## config.mk

```make
export PLATFORM = sky130hd
export DESIGN_NAME = hs_cdc_2phase_tx
export DESIGN_NICKNAME = d
export VERILOG_FILES = /design/src/rtl/hs_cdc_2phase_tx.sv
export SDC_FILE = /design/constraint.sdc
export NUM_CORES = 1
export LEC_CHECK = 0
export CORE_AREA = 2 2 39 41
export DETAILED_ROUTE_END_ITERATION = 10
export DIE_AREA = 0 0 41 43
export PLACE_DENSITY_LB_ADDON = 0.12
export SETUP_SLACK_MARGIN = 0.2
export SYNTH_ARGS = -nofsm -noshare
export SYNTH_HDL_FRONTEND = slang
export SYNTH_SLANG_ARGS = --single-unit
```

## constraint.sdc

```tcl
create_clock -name clk -period 1.1 [get_ports clk]
set_input_delay 0.22 -clock clk [delete_from_list [all_inputs] [get_ports clk]]
set_output_delay 0.22 -clock clk [all_outputs]
set_load 0.02 [all_outputs]
```

## src/rtl/hs_cdc_2phase_tx.sv

```systemverilog
// Two-phase (toggle) request/ack CDC transmitter with bundled data,
// ack synchronizer, optional ack timeout and spurious-ack detection.
package hs_cdc_pkg;
    typedef enum logic {BOOL_FALSE = 1'b0, BOOL_TRUE = 1'b1} bool_t;
endpackage

module hs_cdc_2phase_tx
    import hs_cdc_pkg::*;
#(
    parameter type      DATA_TYPE       = logic,
    parameter bool_t    RESET_DATA_PATH = BOOL_FALSE,
    parameter DATA_TYPE RESET_VALUE     = DATA_TYPE'(1'b0),
    parameter int       SYNC_STAGE      = 2,
    parameter int       TIMEOUT_CYCLES  = 0
) (
    input  logic     clk,
    input  logic     aresetn,
    input  DATA_TYPE in_data,
    input  logic     in_valid,
    output logic     in_ready,
    output DATA_TYPE tx_data,
    output logic     tx_req,
    input  logic     tx_ack_async,
    output logic     busy,
    output logic     timeout_err,
    output logic     proto_err,
    input  logic     err_clr
);

    typedef enum logic {IDLE, WAIT_ACK} state_t;

    state_t                state;
    logic [SYNC_STAGE-1:0] ack_sync;
    logic                  ack_s;
    logic                  accept;

    assign ack_s  = ack_sync[SYNC_STAGE-1];
    assign accept = in_valid && in_ready;

    always_ff @(posedge clk or negedge aresetn) begin
        if (!aresetn) begin
            ack_sync <= '0;
        end else begin
            ack_sync <= {ack_sync[SYNC_STAGE-2:0], tx_ack_async};
        end
    end

    // in_ready/busy are kept as flops mirroring the state
    always_ff @(posedge clk or negedge aresetn) begin
        if (!aresetn) begin
            state    <= IDLE;
            tx_req   <= 1'b0;
            in_ready <= 1'b1;
            busy     <= 1'b0;
        end else begin
            unique case (state)
                IDLE: begin
                    if (in_valid) begin
                        state    <= WAIT_ACK;
                        tx_req   <= ~tx_req;
                        in_ready <= 1'b0;
                        busy     <= 1'b1;
                    end
                end
                WAIT_ACK: begin
                    if (ack_s == tx_req) begin
                        state    <= IDLE;
                        in_ready <= 1'b1;
                        busy     <= 1'b0;
                    end
                end
                default: begin
                    state    <= IDLE;
                    in_ready <= 1'b1;
                    busy     <= 1'b0;
                end
            endcase
        end
    end

    generate
        if (RESET_DATA_PATH == BOOL_TRUE) begin : g_data_rst
            always_ff @(posedge clk or negedge aresetn) begin
                if (!aresetn) begin
                    tx_data <= RESET_VALUE;
                end else if (accept) begin
                    tx_data <= in_data;
                end
            end
        end else begin : g_data_norst
            // no reset on the data flop, but never load while held in reset
            always_ff @(posedge clk) begin
                if (accept && aresetn) begin
                    tx_data <= in_data;
                end
            end
        end
    endgenerate

    always_ff @(posedge clk or negedge aresetn) begin
        if (!aresetn) begin
            proto_err <= 1'b0;
        end else if (state == IDLE && ack_s != tx_req) begin
            proto_err <= 1'b1;
        end else if (err_clr) begin
            proto_err <= 1'b0;
        end
    end

    generate
        if (TIMEOUT_CYCLES > 0) begin : g_to
            localparam int           CW   = $clog2(TIMEOUT_CYCLES + 1);
            localparam logic [CW-1:0] CMAX = CW'(TIMEOUT_CYCLES);

            logic [CW-1:0] cnt;
            logic          terr;

            // flag fires once, on the edge where the count reaches its cap
            always_ff @(posedge clk or negedge aresetn) begin
                if (!aresetn) begin
                    cnt  <= '0;
                    terr <= 1'b0;
                end else begin
                    if (accept) begin
                        cnt <= '0;
                    end else if (state == WAIT_ACK && cnt != CMAX) begin
                        cnt <= cnt + CW'(1);
                    end
                    if (state == WAIT_ACK && cnt == CMAX - CW'(1)) begin
                        terr <= 1'b1;
                    end else if (err_clr) begin
                        terr <= 1'b0;
                    end
                end
            end

            assign timeout_err = terr;
        end else begin : g_no_to
            assign timeout_err = 1'b0;
        end
    endgenerate

endmodule

```

==> results of run 1 <==
## synth_stat cells
cell type,number,area [sq um]
o21ai_0,2,10.01
o22ai_1,1,6.260
buf_4,1,7.510
dfstp_2,1,26.28
dfrtp_1,6,150.1
nand2b_1,1,6.260
edfxtp_1,1,30.03
and2_1,1,6.260
nor2b_1,1,6.260
conb_1,1,3.750
and3_1,1,6.260
a211o_1,1,8.760
inv_1,3,11.26
xnor2_1,2,17.52
o21bai_1,1,7.510
## worst min path at each step
| stage | start | to | slack, ns | cells past startpoint |
|---|---|---|---|---|
| finish | aresetn | busy | 0.30 | 2 |
| global route | aresetn | busy | 0.31 | 2 |
| CTS | aresetn | ack_sync[0] | 0.31 | 2 |
| global placement | ack_sync[0] | ack_sync[1] | 0.34 | 0 |
| detailed placement | ack_sync[0] | ack_sync[1] | 0.35 | 0 |
| floorplan | aresetn | ack_sync[0] | -0.08 | 0 |
## sequential cells by signal, summed over array words and instances, names as in the netlist
signal,cells
tx_req,1
state,1
ack_sync,2
tx_data,1
in_ready,1
proto_err,1
busy,1
## metrics by stage
step	hold WS, ns	setup TNS, ns	power [mW]	instance area (sq um)
6_report	0.3035	-0.02484	1.525	538.0
5_1_grt	0.3106	-0.08246	1.629	538.0
4_1_cts	0.3116	-0.03046	1.525	534.3
3_5_place_dp	0.3484	-0.5469	1.087	455.4
3_3_place_gp	0.3437	-0.5469	1.079	455.4
2_1_floorplan	-0.07559	0	0.7898	312.8
## what timing repair did
item | CTS | global route
resized for setup | 38 | 1
hold buffers | 0 | 0
buffers inserted | 1 | 0
pin swaps | 1 | 1
endpoints found under the setup margin | 10 | 11
## per-layer routing
metal,GRT usage,vias up,share of wire
met2,0.1031,9,0.47
met5,0,-,0
met4,0.08000,0,0
met3,0.05236,0,0.096
li1,-,115,-
met1,0.1096,107,0.44
## report_power, final
part           switching, mW  internal, mW
clock network          0.106         0.139
registers             0.0855         0.421
logic                  0.311         0.462
## area by class of cell
| type | instances | area [sq um] |
|---|---|---|
| Clock buffer | 4 | 26.28 |
| Fill cell | 137 | 845.8 |
| Inverter | 3 | 11.26 |
| Multi-Input combinational cell | 12 | 121.4 |
| Sequential cell | 8 | 207.7 |
| Tap cell | 16 | 20.02 |
| Timing Repair Buffer | 15 | 151.4 |
## logic make-up after synthesis
group	synth area share
buffers and inverters	0.06173
and+or+nand+nor	0.08236
xor gates and xnor gates	0.05762
other	0.01233
AOI/OAI and AO/OA	0.1070
DFF	0.6790
==> impl_metrics.yaml, run 1 <==
sta:
  slew_viol_final: 0
  timing.fmax_mhz: 889.0
  rsz0062_at_grt: "true"
  finalWorstSetupSlack_ns: -0.02484
  finalCriticalPeriod_ns: 1.125
  skew_ns: 0.006726
  period_share: 1.023
  finalSetupViolCount: 1
  hold_viol_final: 0
finish:
  layout_common_cells: "7 x buf_6, 5 x dfrtp_1, 5 x clkdlybuf4s50_1"
  post-route-util: 0.3888
  drive_above_1_share: 0.4762
  num-nets-final: 49
  instances_no_fill: 58
  area_delta_synth_final_pct: 76.95
  final_common_cell: "buf_6"
  antenna-diode-count: 0
clock_network:
  cts_buffers: 3
  clk_pin_slew_ns: 0.06
  cts_max_path_buffers: 2
  cts_tree: "yes"
  cts_max_level: 1
  clk_latency_ns: 0.25
  clock-sinks: 8
  cts_root_buf: "clkbuf_4"
floorplan:
  initial_core_util: 0.2197
  core_sq_um: 1384
  num_rows: 14
  dieArea_sq_um: 1763
  ios: 12
  die_h_um: 43
  die_x_um: 41
placement:
  hpwl_um: 427.9
  dp.cells: 53
  dpl_worst_slack_ns: -0.2182
  io_buffer_count: 10
  place.gp.congestion: 0.6695
setup_path:
  cp-endpoint: "in_ready"
  r2r_cells: 2
  crit_path_start_kind: "register"
  worstSetupPathType: "register to output port"
  cpLargestDelayFamily: "flip-flops"
  path_depth: 1
  startpoint: "in_ready"
  slowest_stage: "dfstp_2"
  max_stage_delay_ns: 0.54
  worstPathCellList: "buf_6"
  worstPathMaxFanout: 2
  crit_buf_inv: 1
  crit_arrival_ns: 0.90
  r2r_slack_ns: 0.01
  crit_required_ns: 0.88
  cp-end-kind: "output port"
  reg2reg_from: "in_ready"
  r2r-end: "tx_data"
yosys:
  ys_warn_count: 0
  ys_seq_area_frac: 0.6790
  synth.avg_cell_area_sq_um: 12.67
  yosys_register_bits: 8
  syn-num-nets: 30
  netlist_instances: 24
  synth.distinct_cells: 15
  synth_area_sq_um: 304.0
hold_path:
  hold_class: "input port to asynchronous set/reset pin"
routing:
  vias_per_cell: 3.983
  firstDrtPassIters: 2
  via_count: 231
  routed_wirelength_um: 596
  wl_per_cell_um: 10.28
  route.detailed.drc: 0
  ant_nets: 0
  drt_iter0_markers: 1
power:
  p_leak_nw: 0.2457
  irDropWorstVdd_v: 0.0009373
  p_per_area_nw_per_um2: 2835
grt:
  grt_usage: 0.08925
  grt_pass1_wl_um: 938
  globalRoute.totalOverflow: 0
  grt_pass1_vias: 217
  grt_max_degree: 8
  antenna_found_initial: 0
run:
  drv_cap: 0
outcome:
  status: "finished, violations left"
  violations: "negative setup slack"
Note: power is estimated with default switching activity, not from simulation.
==> inputs of run 2 (changes only) <==
--- a/config.mk
+++ b/config.mk
@@ -8,6 +8,7 @@
 export CORE_AREA = 2 2 39 41
 export DETAILED_ROUTE_END_ITERATION = 10
 export DIE_AREA = 0 0 41 43
+export DONT_BUFFER_PORTS = 1
 export PLACE_DENSITY_LB_ADDON = 0.12
 export SETUP_SLACK_MARGIN = 0.2
 export SYNTH_ARGS = -nofsm -noshare
==> run 2 against run 1 <==
Against the previous run: the run still ends with negative setup slack left; hold slack worse by 0.25 ns; via count is 11% lower; clock power hardly changed; sequential share of layout area is 9.3 points higher; combinational power is 35% lower; global-route usage is 0.41 points lower; die area stayed put; fmax hardly changed; critical path depth stayed put; wire length is 5.0% lower; total power is 14% lower; largest power group is now sequential cells.
==> impl_metrics.yaml, run 2 (synthesized netlist as in run 1, its figures left out) <==
setup_path:
  cp-end-kind: "output port"
  reg2reg_from: "in_ready"
  r2r_cells: 2
  cpLargestDelayFamily: "flip-flops"
  max_stage_delay_ns: 0.54
  crit_arrival_ns: 0.90
  r2r-end: "tx_data"
  crit_path_start_kind: "register"
  r2r_slack_ns: 0.02
  crit_required_ns: 0.88
  slowest_stage: "dfstp_2"
  worstPathCellList: "buf_6"
  worstPathMaxFanout: 2
  crit_buf_inv: 1
  worstSetupPathType: "register to output port"
hold_path:
  worstHoldStart: "in_data"
  whs_path_depth: 0
  hold_class: "input port to register"
  worstHoldEndpoint: "tx_data"
sta:
  period_share: 1.023
  tns_ns: -0.02492
  finalSetupViolCount: 1
  timing.fmax_mhz: 889.0
  hold_viol_final: 0
  finalCriticalPeriod_ns: 1.125
  finalWorstSetupSlack_ns: -0.02492
  slew_viol_final: 0
  skew_ns: 0.0007067
  rsz0062_at_grt: "true"
placement:
  io_buffer_count: 0
  place.gp.congestion: 0.5978
grt:
  grt_pass1_vias: 211
  grt_max_degree: 8
  antenna_found_initial: 0
  grt_pass1_wl_um: 883
  grt_usage: 0.08511
  globalRoute.totalOverflow: 0
finish:
  antenna-diode-count: 0
  area_delta_synth_final_pct: 44.44
  num-nets-final: 40
  multiInputGateArea_sq_um: 110.1
  largest_reg_flops: 2
  layout_common_cells: "3 x inv_1, 3 x dfrtp_1, 3 x dfrtp_2, 3 x clkbuf_4, 3 x buf_6"
  fill_cells: 140
  largest_register: "ack_sync"
  drive_above_1_share: 0.4242
  seqCellArea_sq_um: 210.2
clock_network:
  clock-sinks: 8
  clk_latency_ns: 0.25
  cts_tree: "yes"
  cts_buffers: 3
  cts_max_level: 1
  cts_max_path_buffers: 2
  clk_pin_slew_ns: 0.06
  cts_root_buf: "clkbuf_4"
routing:
  via_count: 206
  vias_per_cell: 4.204
  drt_iter0_markers: 1
  ant_nets: 0
  routed_wirelength_um: 566
  wl_per_cell_um: 11.55
  route.detailed.drc: 0
  firstDrtPassIters: 2
floorplan:
  ios: 12
  initial_core_util: 0.2197
  die_x_um: 41
  die_h_um: 43
  core_sq_um: 1384
  num_rows: 14
  dieArea_sq_um: 1763
power:
  p_per_area_nw_per_um2: 2983
  power_mw: 1.310
  irDropWorstVdd_v: 0.0008481
  p_leak_nw: 0.1921
run:
  drv_cap: 0
outcome:
  status: "finished, violations left"
  violations: "negative setup slack"
[run 2: cell count changes in the layout (fill, tap and decap cells not counted), sizes merged]
| cell | delta |
|---|---|
| buf | -6 |
| clkdlybuf4s50 | -5 |
| dlygate4sd3 | +2 |
[run 2: timing repair]
action                                  in CTS  in global routing
setup buffers                                2                  0
hold endpoints to repair                     8                  0
endpoints found under the setup margin       7                 11
hold buffers                                 2                  0
pin swaps                                    2                  0
gates resized for setup                      9                  1
[run 2: cell type report]
type / instances / area share
clock buffer: 4 / 0.05983
sequential: 8 / 0.4786
timing repair buffer: 6 / 0.1396
tap: 16 / 0.04558
multi-input combinational: 12 / 0.2507
inverter: 3 / 0.02564
[run 2: worst max path at each step]
stage | slack (ns) | startpoint | cells after the start | to
floorplan | 0.07 | in_ready | 1 | tx_data
global placement | 0.15 | in_ready | 1 | tx_data
detailed placement | 0.13 | in_ready | 1 | tx_data
CTS | -0.03 | in_ready | 1 | in_ready
global route | -0.05 | in_ready | 1 | in_ready
finish | -0.02 | in_ready | 1 | in_ready
[run 2: report_power, final]
group	leakage [nW]	total, mW	internal [mW]	switching, mW
Sequential	0.0867	0.565	0.429	0.136
Combinational	0.0903	0.502	0.299	0.203
Clock	0.0150	0.244	0.139	0.105
Total	0.192	1.31	0.867	0.443
[run 2: layer usage]
metal | vias up | GRT usage | part of all wire
li1 | 95 | - | -
met1 | 96 | 0.08278 | 0.36
met2 | 11 | 0.1031 | 0.45
met3 | 4 | 0.05759 | 0.15
met4 | 0 | 0.1000 | 0.048
met5 | - | 0 | 0
[run 2: per-stage QoR]
| stage | hold WS [ns] | utilization | cells | area [sq um] | worst slack (ns) |
|---|---|---|---|---|---|
| final | 0.05769 | 0.3174 | 49 | 439.2 | -0.02492 |
| after global routing | 0.04046 | 0.3174 | 49 | 439.2 | -0.04524 |
| after CTS | 0.04729 | 0.3119 | 49 | 431.7 | -0.02967 |
| after detailed placement | -0.07533 | 0.2459 | 41 | 340.3 | 0.1329 |
| after global placement | -0.07535 | 0.2459 | 41 | 340.3 | 0.1476 |
| after floorplan | -0.07559 | - | 24 | 312.8 | 0.06675 |
==> inputs of run 3 (changes only) <==
--- a/config.mk
+++ b/config.mk
@@ -5,6 +5,8 @@
 export SDC_FILE = /design/constraint.sdc
 export NUM_CORES = 1
 export LEC_CHECK = 0
+export CELL_PAD_IN_SITES_DETAIL_PLACEMENT = 1
+export CELL_PAD_IN_SITES_GLOBAL_PLACEMENT = 1
 export CORE_AREA = 2 2 39 41
 export DETAILED_ROUTE_END_ITERATION = 10
 export DIE_AREA = 0 0 41 43
==> run 3 against run 2 <==
Against the previous run: the flow still finishes with violations (negative setup slack); wire length is 2.5% higher; global-route usage grew 0.62 points; total power grew 2.3%; clock power barely moved; cell count increased by 2.0%; first-iteration DRC count fell by 100%; critical path depth is the same; non-clock buffer count grew 1; fmax about the same; combinational power up 5.4%; setup slack better by 0.0011 ns.
==> impl_metrics.yaml, run 3 (synthesized netlist as in run 1, its figures left out) <==
grt:
  globalRoute.totalOverflow: 0
  grt.met3_usage: 0.07853
  grt_pass1_wl_um: 952
  grt_usage: 0.09128
  antenna_found_initial: 0
  grt_max_degree: 8
  grt_util_met1: 0.07641
  grt_pass1_vias: 234
  gr-usage-met2: 0.1250
  top_usage_layer: "met2"
routing:
  route.detailed.drc: 0
  drt_iter0_markers: 0
  routed_wirelength_um: 580
  vias_per_cell: 4.240
  wl_per_cell_um: 11.60
  ant_nets: 0
  via_count: 212
  firstDrtPassIters: 1
clock_network:
  cts_buffers: 3
  clk_latency_ns: 0.26
  cts_max_path_buffers: 2
  cts_tree: "yes"
  clk_pin_slew_ns: 0.06
  cts_max_level: 1
  clock-sinks: 8
  cts_root_buf: "clkbuf_4"
run:
  drv_cap: 0
setup_path:
  crit_buf_inv: 1
  cp-end-kind: "output port"
  max_stage_delay_ns: 0.53
  cpLargestDelayFamily: "flip-flops"
  worstPathMaxFanout: 2
  crit_required_ns: 0.88
  worstPathCellList: "buf_6"
  worstSetupPathType: "register to output port"
  crit_path_start_kind: "register"
  slowest_stage: "dfstp_2"
  r2r_slack_ns: 0.02
  crit_arrival_ns: 0.90
floorplan:
  core_sq_um: 1384
  dieArea_sq_um: 1763
  die_h_um: 43
  num_rows: 14
  die_x_um: 41
  initial_core_util: 0.2197
  ios: 12
sta:
  slew_viol_final: 0
  whs_ns: 0.05545
  period_share: 1.022
  finalCriticalPeriod_ns: 1.124
  finalSetupViolCount: 1
  timing.fmax_mhz: 889.8
  rsz0062_at_grt: "true"
  finalWorstSetupSlack_ns: -0.02382
  hold_viol_final: 0
  skew_ns: 0.009965
power:
  p_leak_nw: 0.1959
  irDropWorstVdd_v: 0.0006720
  power_mw: 1.340
  p_per_area_nw_per_um2: 2991
placement:
  io_buffer_count: 0
  hpwl_um: 437.7
  place.gp.congestion: 0.5970
  dpl_worst_slack_ns: 0.1414
finish:
  num-nets-final: 41
  post-route-util: 0.3237
  area_delta_synth_final_pct: 47.33
  drive_above_1_share: 0.4706
  layout_common_cells: "4 x dfrtp_2, 3 x inv_1, 3 x clkbuf_4, 3 x buf_6"
  final_common_cell: "dfrtp_2"
  antenna-diode-count: 0
  largest_register: "ack_sync"
  largest_reg_flops: 2
outcome:
  violations: "negative setup slack"
  status: "finished, violations left"
hold_path:
  hold_class: "input port to register"
run 3: area by class of cell:
| type | count | area (sq um) |
|---|---|---|
| Clock buffer | 4 | 26.28 |
| Fill cell | 159 | 935.9 |
| Inverter | 3 | 11.26 |
| Multi-Input combinational cell | 12 | 110.1 |
| Sequential cell | 8 | 211.5 |
| Tap cell | 16 | 20.02 |
| Timing Repair Buffer | 7 | 68.82 |
run 3: worst paths after layout:
check,start,end,cells past startpoint
setup reg to reg,in_ready,tx_data,2
hold reg to reg,ack_sync[0],ack_sync[1],0
min in group asynchronous,aresetn,state,1
max in group asynchronous,aresetn,in_ready,1
setup / recovery,in_ready,in_ready,1
hold / removal,in_data,tx_data,0
run 3: layer usage:
| layer | vias up | part of all wire |
|---|---|---|
| met5 | - | 0 |
| met4 | 0 | 0.014 |
| met3 | 2 | 0.11 |
| met2 | 10 | 0.50 |
| met1 | 100 | 0.37 |
| li1 | 100 | - |
run 3: where the power goes:
group	total, mW	switching [mW]	internal (mW)
logic	0.529	0.209	0.320
registers	0.570	0.137	0.433
clock network	0.241	0.102	0.139
run 3: what timing repair did:
action                     CTS  global route
hold endpoints to repair     8             0
setup buffers                3             0
gates cloned                 0             0
setup endpoints to repair    8            11
hold buffers                 2             0
pin swaps                    3             2
resized for setup            9             2
run 3: through the flow:
step                setup TNS [ns]  instances  cell area, sq um
floorplan                        0         24             312.8
global placement                 0         41             340.3
detailed placement               0         41             340.3
CTS                       -0.04115         50             439.2
global route              -0.06038         50             447.9
finish                    -0.02382         50             447.9
